`config.mk`:
```
export PLATFORM = sky130hd
export DESIGN_NAME = mul_product_accumulator
export DESIGN_NICKNAME = d
export VERILOG_FILES = /design/src/rtl/mul_product_accumulator_pkg.sv /design/src/rtl/mul_product_accumulator_acc_adder.sv /design/src/rtl/mul_product_accumulator.sv
export SDC_FILE = /design/constraint.sdc
export NUM_CORES = 1
export LEC_CHECK = 0
export BUFFER_PORTS_ARGS = -buffer_cell sky130_fd_sc_hd__clkbuf_2
export CORE_MARGIN = 3
export CORE_UTILIZATION = 35
export DETAILED_ROUTE_END_ITERATION = 12
export PLACE_DENSITY = 0.62
export SLEW_MARGIN = 40
export SYNTH_ARGS = -nofsm -noshare
export SYNTH_HDL_FRONTEND = slang
export SYNTH_SLANG_ARGS = --single-unit
```
`constraint.sdc`:
```
create_clock -name clk -period 2.7 [get_ports clk]
set_input_delay 0.135 -clock clk [delete_from_list [all_inputs] [get_ports clk]]
set_output_delay 0.135 -clock clk [all_outputs]
set_load 0.03 [all_outputs]
```
`src/rtl/mul_product_accumulator_pkg.sv`:
```
// Shared constants and FSM encoding for the product accumulator.
// Holds the multiplier product width and the IDLE/ACC/HOLD state values.
package mul_product_accumulator_pkg;

    localparam int PRODUCT_W = 16;

    typedef enum logic [1:0] {
        IDLE = 2'd0,
        ACC  = 2'd1,
        HOLD = 2'd2
    } state_e;

    // Counter width able to hold the value burst_len itself.
    function automatic int cnt_width(input int burst_len);
        return $clog2(burst_len + 1);
    endfunction

endpackage

```
`src/rtl/mul_product_accumulator_acc_adder.sv`:
```
// Stateless ACC_W-bit unsigned adder with carry out for the accumulator.
// With `SATURATE_EN defined a carrying add clamps the sum to all-ones; otherwise it wraps.
module acc_adder
    import mul_product_accumulator_pkg::*;
#(
    parameter int ACC_W = 24
) (
    input  logic [ACC_W-1:0] a,
    input  logic [ACC_W-1:0] b,
    output logic [ACC_W-1:0] sum,
    output logic             carry
);

    logic [ACC_W:0] wide_sum;

    always_comb begin
        wide_sum = {1'b0, a} + {1'b0, b};
        carry    = wide_sum[ACC_W];
`ifdef SATURATE_EN
        sum = carry ? {ACC_W{1'b1}} : wide_sum[ACC_W-1:0];
`else
        sum = wide_sum[ACC_W-1:0];
`endif
    end

endmodule

```
`src/rtl/mul_product_accumulator.sv`:
```
// Sums each group of BURST_LEN products into one ACC_W-bit result with a sticky carry flag.
// Saturating adds are selected by defining `SATURATE_EN (see acc_adder).
module mul_product_accumulator
    import mul_product_accumulator_pkg::*;
#(
    parameter int DATA_W    = PRODUCT_W,
    parameter int ACC_W     = 24,
    parameter int BURST_LEN = 4
) (
    input  logic              clk,
    input  logic              rst_n,
    input  logic              clear,
    input  logic              in_valid,
    output logic              in_ready,
    input  logic [DATA_W-1:0] in_data,
    output logic              out_valid,
    input  logic              out_ready,
    output logic [ACC_W-1:0]  out_data,
    output logic              out_ovf
);

    localparam int               CNT_W    = cnt_width(BURST_LEN);
    localparam logic [CNT_W-1:0] LAST_CNT = CNT_W'(BURST_LEN);

    state_e             state_q, state_d;
    logic [ACC_W-1:0]   acc_q, acc_d;
    logic [CNT_W-1:0]   cnt_q, cnt_d;
    logic               ovf_q, ovf_d;

    logic               beat;
    logic [ACC_W-1:0]   data_ext;
    logic [ACC_W-1:0]   add_sum;
    logic               add_carry;
    logic [CNT_W-1:0]   cnt_inc;

    assign data_ext = ACC_W'(in_data);
    assign cnt_inc  = cnt_q + CNT_W'(1);
    // clear also drops any product offered in the same cycle
    assign beat     = in_valid && in_ready && !clear;

    acc_adder #(
        .ACC_W (ACC_W)
    ) u_adder (
        .a     (acc_q),
        .b     (data_ext),
        .sum   (add_sum),
        .carry (add_carry)
    );

    always_ff @(posedge clk or negedge rst_n) begin
        if (!rst_n) begin
            state_q <= IDLE;
            acc_q   <= '0;
            cnt_q   <= '0;
            ovf_q   <= 1'b0;
        end else begin
            state_q <= state_d;
            acc_q   <= acc_d;
            cnt_q   <= cnt_d;
            ovf_q   <= ovf_d;
        end
    end

    always_comb begin
        state_d = state_q;
        acc_d   = acc_q;
        cnt_d   = cnt_q;
        ovf_d   = ovf_q;
        if (clear) begin
            state_d = IDLE;
            acc_d   = '0;
            cnt_d   = '0;
            ovf_d   = 1'b0;
        end else begin
            case (state_q)
                IDLE: begin
                    if (beat) begin
                        acc_d   = data_ext;
                        cnt_d   = CNT_W'(1);
                        ovf_d   = 1'b0;
                        state_d = (BURST_LEN == 1) ? HOLD : ACC;
                    end
                end
                ACC: begin
                    if (beat) begin
                        acc_d = add_sum;
                        ovf_d = ovf_q | add_carry;
                        cnt_d = cnt_inc;
                        if (cnt_inc == LAST_CNT) begin
                            state_d = HOLD;
                        end
                    end
                end
                HOLD: begin
                    // result stays frozen until the consumer takes it
                    if (out_ready) begin
                        state_d = IDLE;
                        cnt_d   = '0;
                    end
                end
                default: begin
                    state_d = IDLE;
                end
            endcase
        end
    end

    // Outputs come straight from registers, so out_ready never reaches in_ready.
    always_comb begin
        in_ready  = (state_q != HOLD);
        out_valid = (state_q == HOLD);
        out_data  = acc_q;
        out_ovf   = ovf_q;
    end

endmodule

```
==> impl_metrics.tcl <==
set metrics [dict create \
    outcome "finished clean" \
    rows 29 \
    hold_path.class "input port to register" \
    cellLeakagePower_uw 0.001380 \
    cp_slowest_cell "or4_1" \
    drv_cap 0 \
    dr.first_iter.drc_count 140 \
    cp-end-kind "register" \
    tightest_slew_ps 697.9 \
    ys_types 50 \
    die_h_um 89.79 \
    cp_top_family "simple AND/OR/NAND/NOR gates" \
    hold_viol_final 0 \
    final-max-slew-violation-count 0 \
    wl_per_cell_um 13.89 \
    clock_path_buffers 2 \
    crit_start "out_data[0]" \
    dieArea_mm2 0.008062 \
    setup_viol 0 \
    critPathMaxStageDelay_ps 520 \
    synth_warnings 0 \
    ir_worst_vdd_uv 286.9 \
    tns_ps 0 \
    grt_pass1_wl_um 10430 \
    clk_pin_slew_ps 70 \
    crit_top_cell "nand2_1" \
    cp_cell_sequence "ha_1, inv_1, fa_1, nor2b_1, o31ai_2, nand2_1, a41o_1, a211oi_4, or4_1, nand2_1" \
    ios 48 \
    clkSinkCount 30 \
    grt_util_all_layers 0.1530 \
    synth_area_leaders "dfrtp_1 31%, ha_1 11%, mux2i_1 5.3%" \
    async_reset_ff_frac 1.000 \
    cts-root-buf "clkbuf_8" \
    synth_top_area_cell "dfrtp_1" \
    synth_seq_cells 30 \
    grt_busiest_layer "met2" \
    yosysMostFrequentCell "nor2_1" \
    worstPathArrival_ps 2680 \
    synth_area_mm2 0.002457 \
    grt_use_met1 0.2167 \
    drive_gt1_frac 0.2212 \
    cts.repair.resized 0 \
    worst-r2r-setup-slack_ps 240 \
    ys_top_cells_by_count "31 x nor2_1, 30 x dfrtp_1, 22 x ha_1, 21 x nand2_1, 20 x a21oi_1" \
    coreArea_mm2 0.006568 \
    hold_path_depth 3 \
    cp_num_cells 10 \
    fillers 643 \
    start_util 0.3742 \
    synth-seq-area-share 0.3055 \
    synthFlopType "dfrtp_1" \
    grt_pass1_vias 2124 \
    path_max_fanout 9 \
    grt_use_met2 0.2419 \
    whs_ps 144.3 \
    fin_skew_ps 3.731 \
    grt.met3_usage 0.03005 \
    area_delta_synth_final_pct 19.81 \
    final_cells 423 \
    hold_start "in_data[8]" \
    max_clock_freq_ghz 0.4060 \
    antenna_cells 0 \
    cp.required_ps 2920 \
    io_buffer_count 47 \
    worst_skew_pair.late_latency_ps 280 \
    gp_congestion 0.8041 \
    hold_end "out_data[8]" \
    vias 2225 \
    antenna_found_initial 0 \
    final_antenna_net_count 0 \
    relSlewSlack 0.5348 \
    drt-total-wl_um 5877 \
    drt_pre_antenna_iters 4 \
    p_total_uw 1957 \
    vias_per_cell 5.260 \
    syn-instance-count 281 \
    post-cts-setup-buffers 0 \
    die_w_um 89.79 \
    route.detailed.drc 0 \
    criticalPathCategory "register to register" \
    dp_hpwl_um 4438 \
    ff2ff_path_depth 10 \
    syn_nets 325 \
    cp_num_buf_inv 1 \
    nNetsFinal 373 \
    synth_top_cell_area_share 0.3055 \
    cts_buffers 5 \
    cp-start-kind "register" \
    rsz0062_at_grt "no" \
    grt_start_max_net_pins 34 \
    dp_cells 414 \
    overflow 0 \
    synth_area_per_cell_um2 8.745 \
    h-tree-depth 2 \
    timing.final.crit_share 0.9121 \
    final.min_clock_period_ps 2463 \
    r2r-end "out_data[20]" \
    cts_tree "done" \
    synth-edff-count 0 \
    r2r_start "out_data[0]" \
    power-per-cell-area_mw_per_mm2 664.8 \
]
-- per-layer routing --
metal	up-vias	wire length, um
met3	4	241
met4	0	47
met1	1044	2932
met5	-	0
li1	1127	-
met2	50	2655
-- power breakdown --
| group | total (uW) | switching (uW) | internal (uW) |
|---|---|---|---|
| clock network | 578 | 185 | 394 |
| logic | 836 | 513 | 324 |
| registers | 543 | 44.8 | 498 |
| total | 1960 | 742 | 1220 |
-- cells in the final DEF, fill, tap and decap left out, types with 3 or more instances in the layout --
master and instances:
a211oi_1 14, inv_1 14, dfrtp_1 30, nand4_1 7, ha_1 22, buf_4 4, or4_1 3, clkbuf_2 46
nand2_1 21, a31oi_1 4, clkbuf_8 6, o21ai_0 15, o21a_1 4, nand3_1 5, a21oi_1 20, nand2b_1 5
xor2_1 5, nor2b_1 3, o211ai_1 7, or3_1 3, nor2_1 31, mux2i_1 13, a21o_1 6, xnor2_1 9
-- area by class of cell --
cell class | count | area [um2] | area share
Clock buffer | 6 | 82.58 | 0.02805
Sequential cell | 30 | 750.7 | 0.2550
Clock inverter | 2 | 60.06 | 0.02040
Timing Repair Buffer | 52 | 275.3 | 0.09350
Tap cell | 93 | 116.4 | 0.03952
Inverter | 14 | 52.55 | 0.01785
Multi-Input combinational cell | 226 | 1607 | 0.5457
-- registers in the layout, summed over array words and instances (netlist names) --
signal / cells
cnt_q: 3
out_data: 24
out_ovf: 1
state_q: 2
-- timing repair --
item,CTS,global route
endpoints found under the hold margin,30,0
hold buffers,1,0
setup endpoints to repair,0,0
-- worst max path at each step --
stage                         to  slack [ps]
floorplan           out_data[18]         190
global placement    out_data[18]         330
detailed placement  out_data[20]         260
CTS                 out_data[20]         240
global route             out_ovf          50
finish              out_data[20]         240
-- cells by family (layout without fill, tap and decap cells) --
| group | Yosys count | after routing | synth area share |
|---|---|---|---|
| flops | 30 | 30 | 0.3055 |
| buf+inv | 25 | 74 | 0.04073 |
| xor+xnor | 14 | 14 | 0.04990 |
| fa+ha+maj | 23 | 23 | 0.1202 |
| compound gates | 88 | 88 | 0.2576 |
| simple gates | 87 | 87 | 0.1685 |
| mux | 14 | 14 | 0.05753 |
-- per-stage QoR --
| stage | cell area [um2] | util | setup WS, ps |
|---|---|---|---|
| floorplan | 2457 | - | 194.2 |
| global placement | 2791 | 0.4250 | 331.1 |
| detailed placement | 2791 | 0.4250 | 262.8 |
| CTS | 2944 | 0.4483 | 240.9 |
| global route | 2944 | 0.4483 | 46.60 |
| finish | 2944 | 0.4483 | 237.2 |
-- worst register-to-register path: cells and delay by family, from the launching register on --
kind            cells  cell delay [ps]
fa+ha+maj           2              610
simple gates        4              930
compound gates      3              430
flops               1              380
buf+inv             1               70
Power figures use the tool's default switching activity.
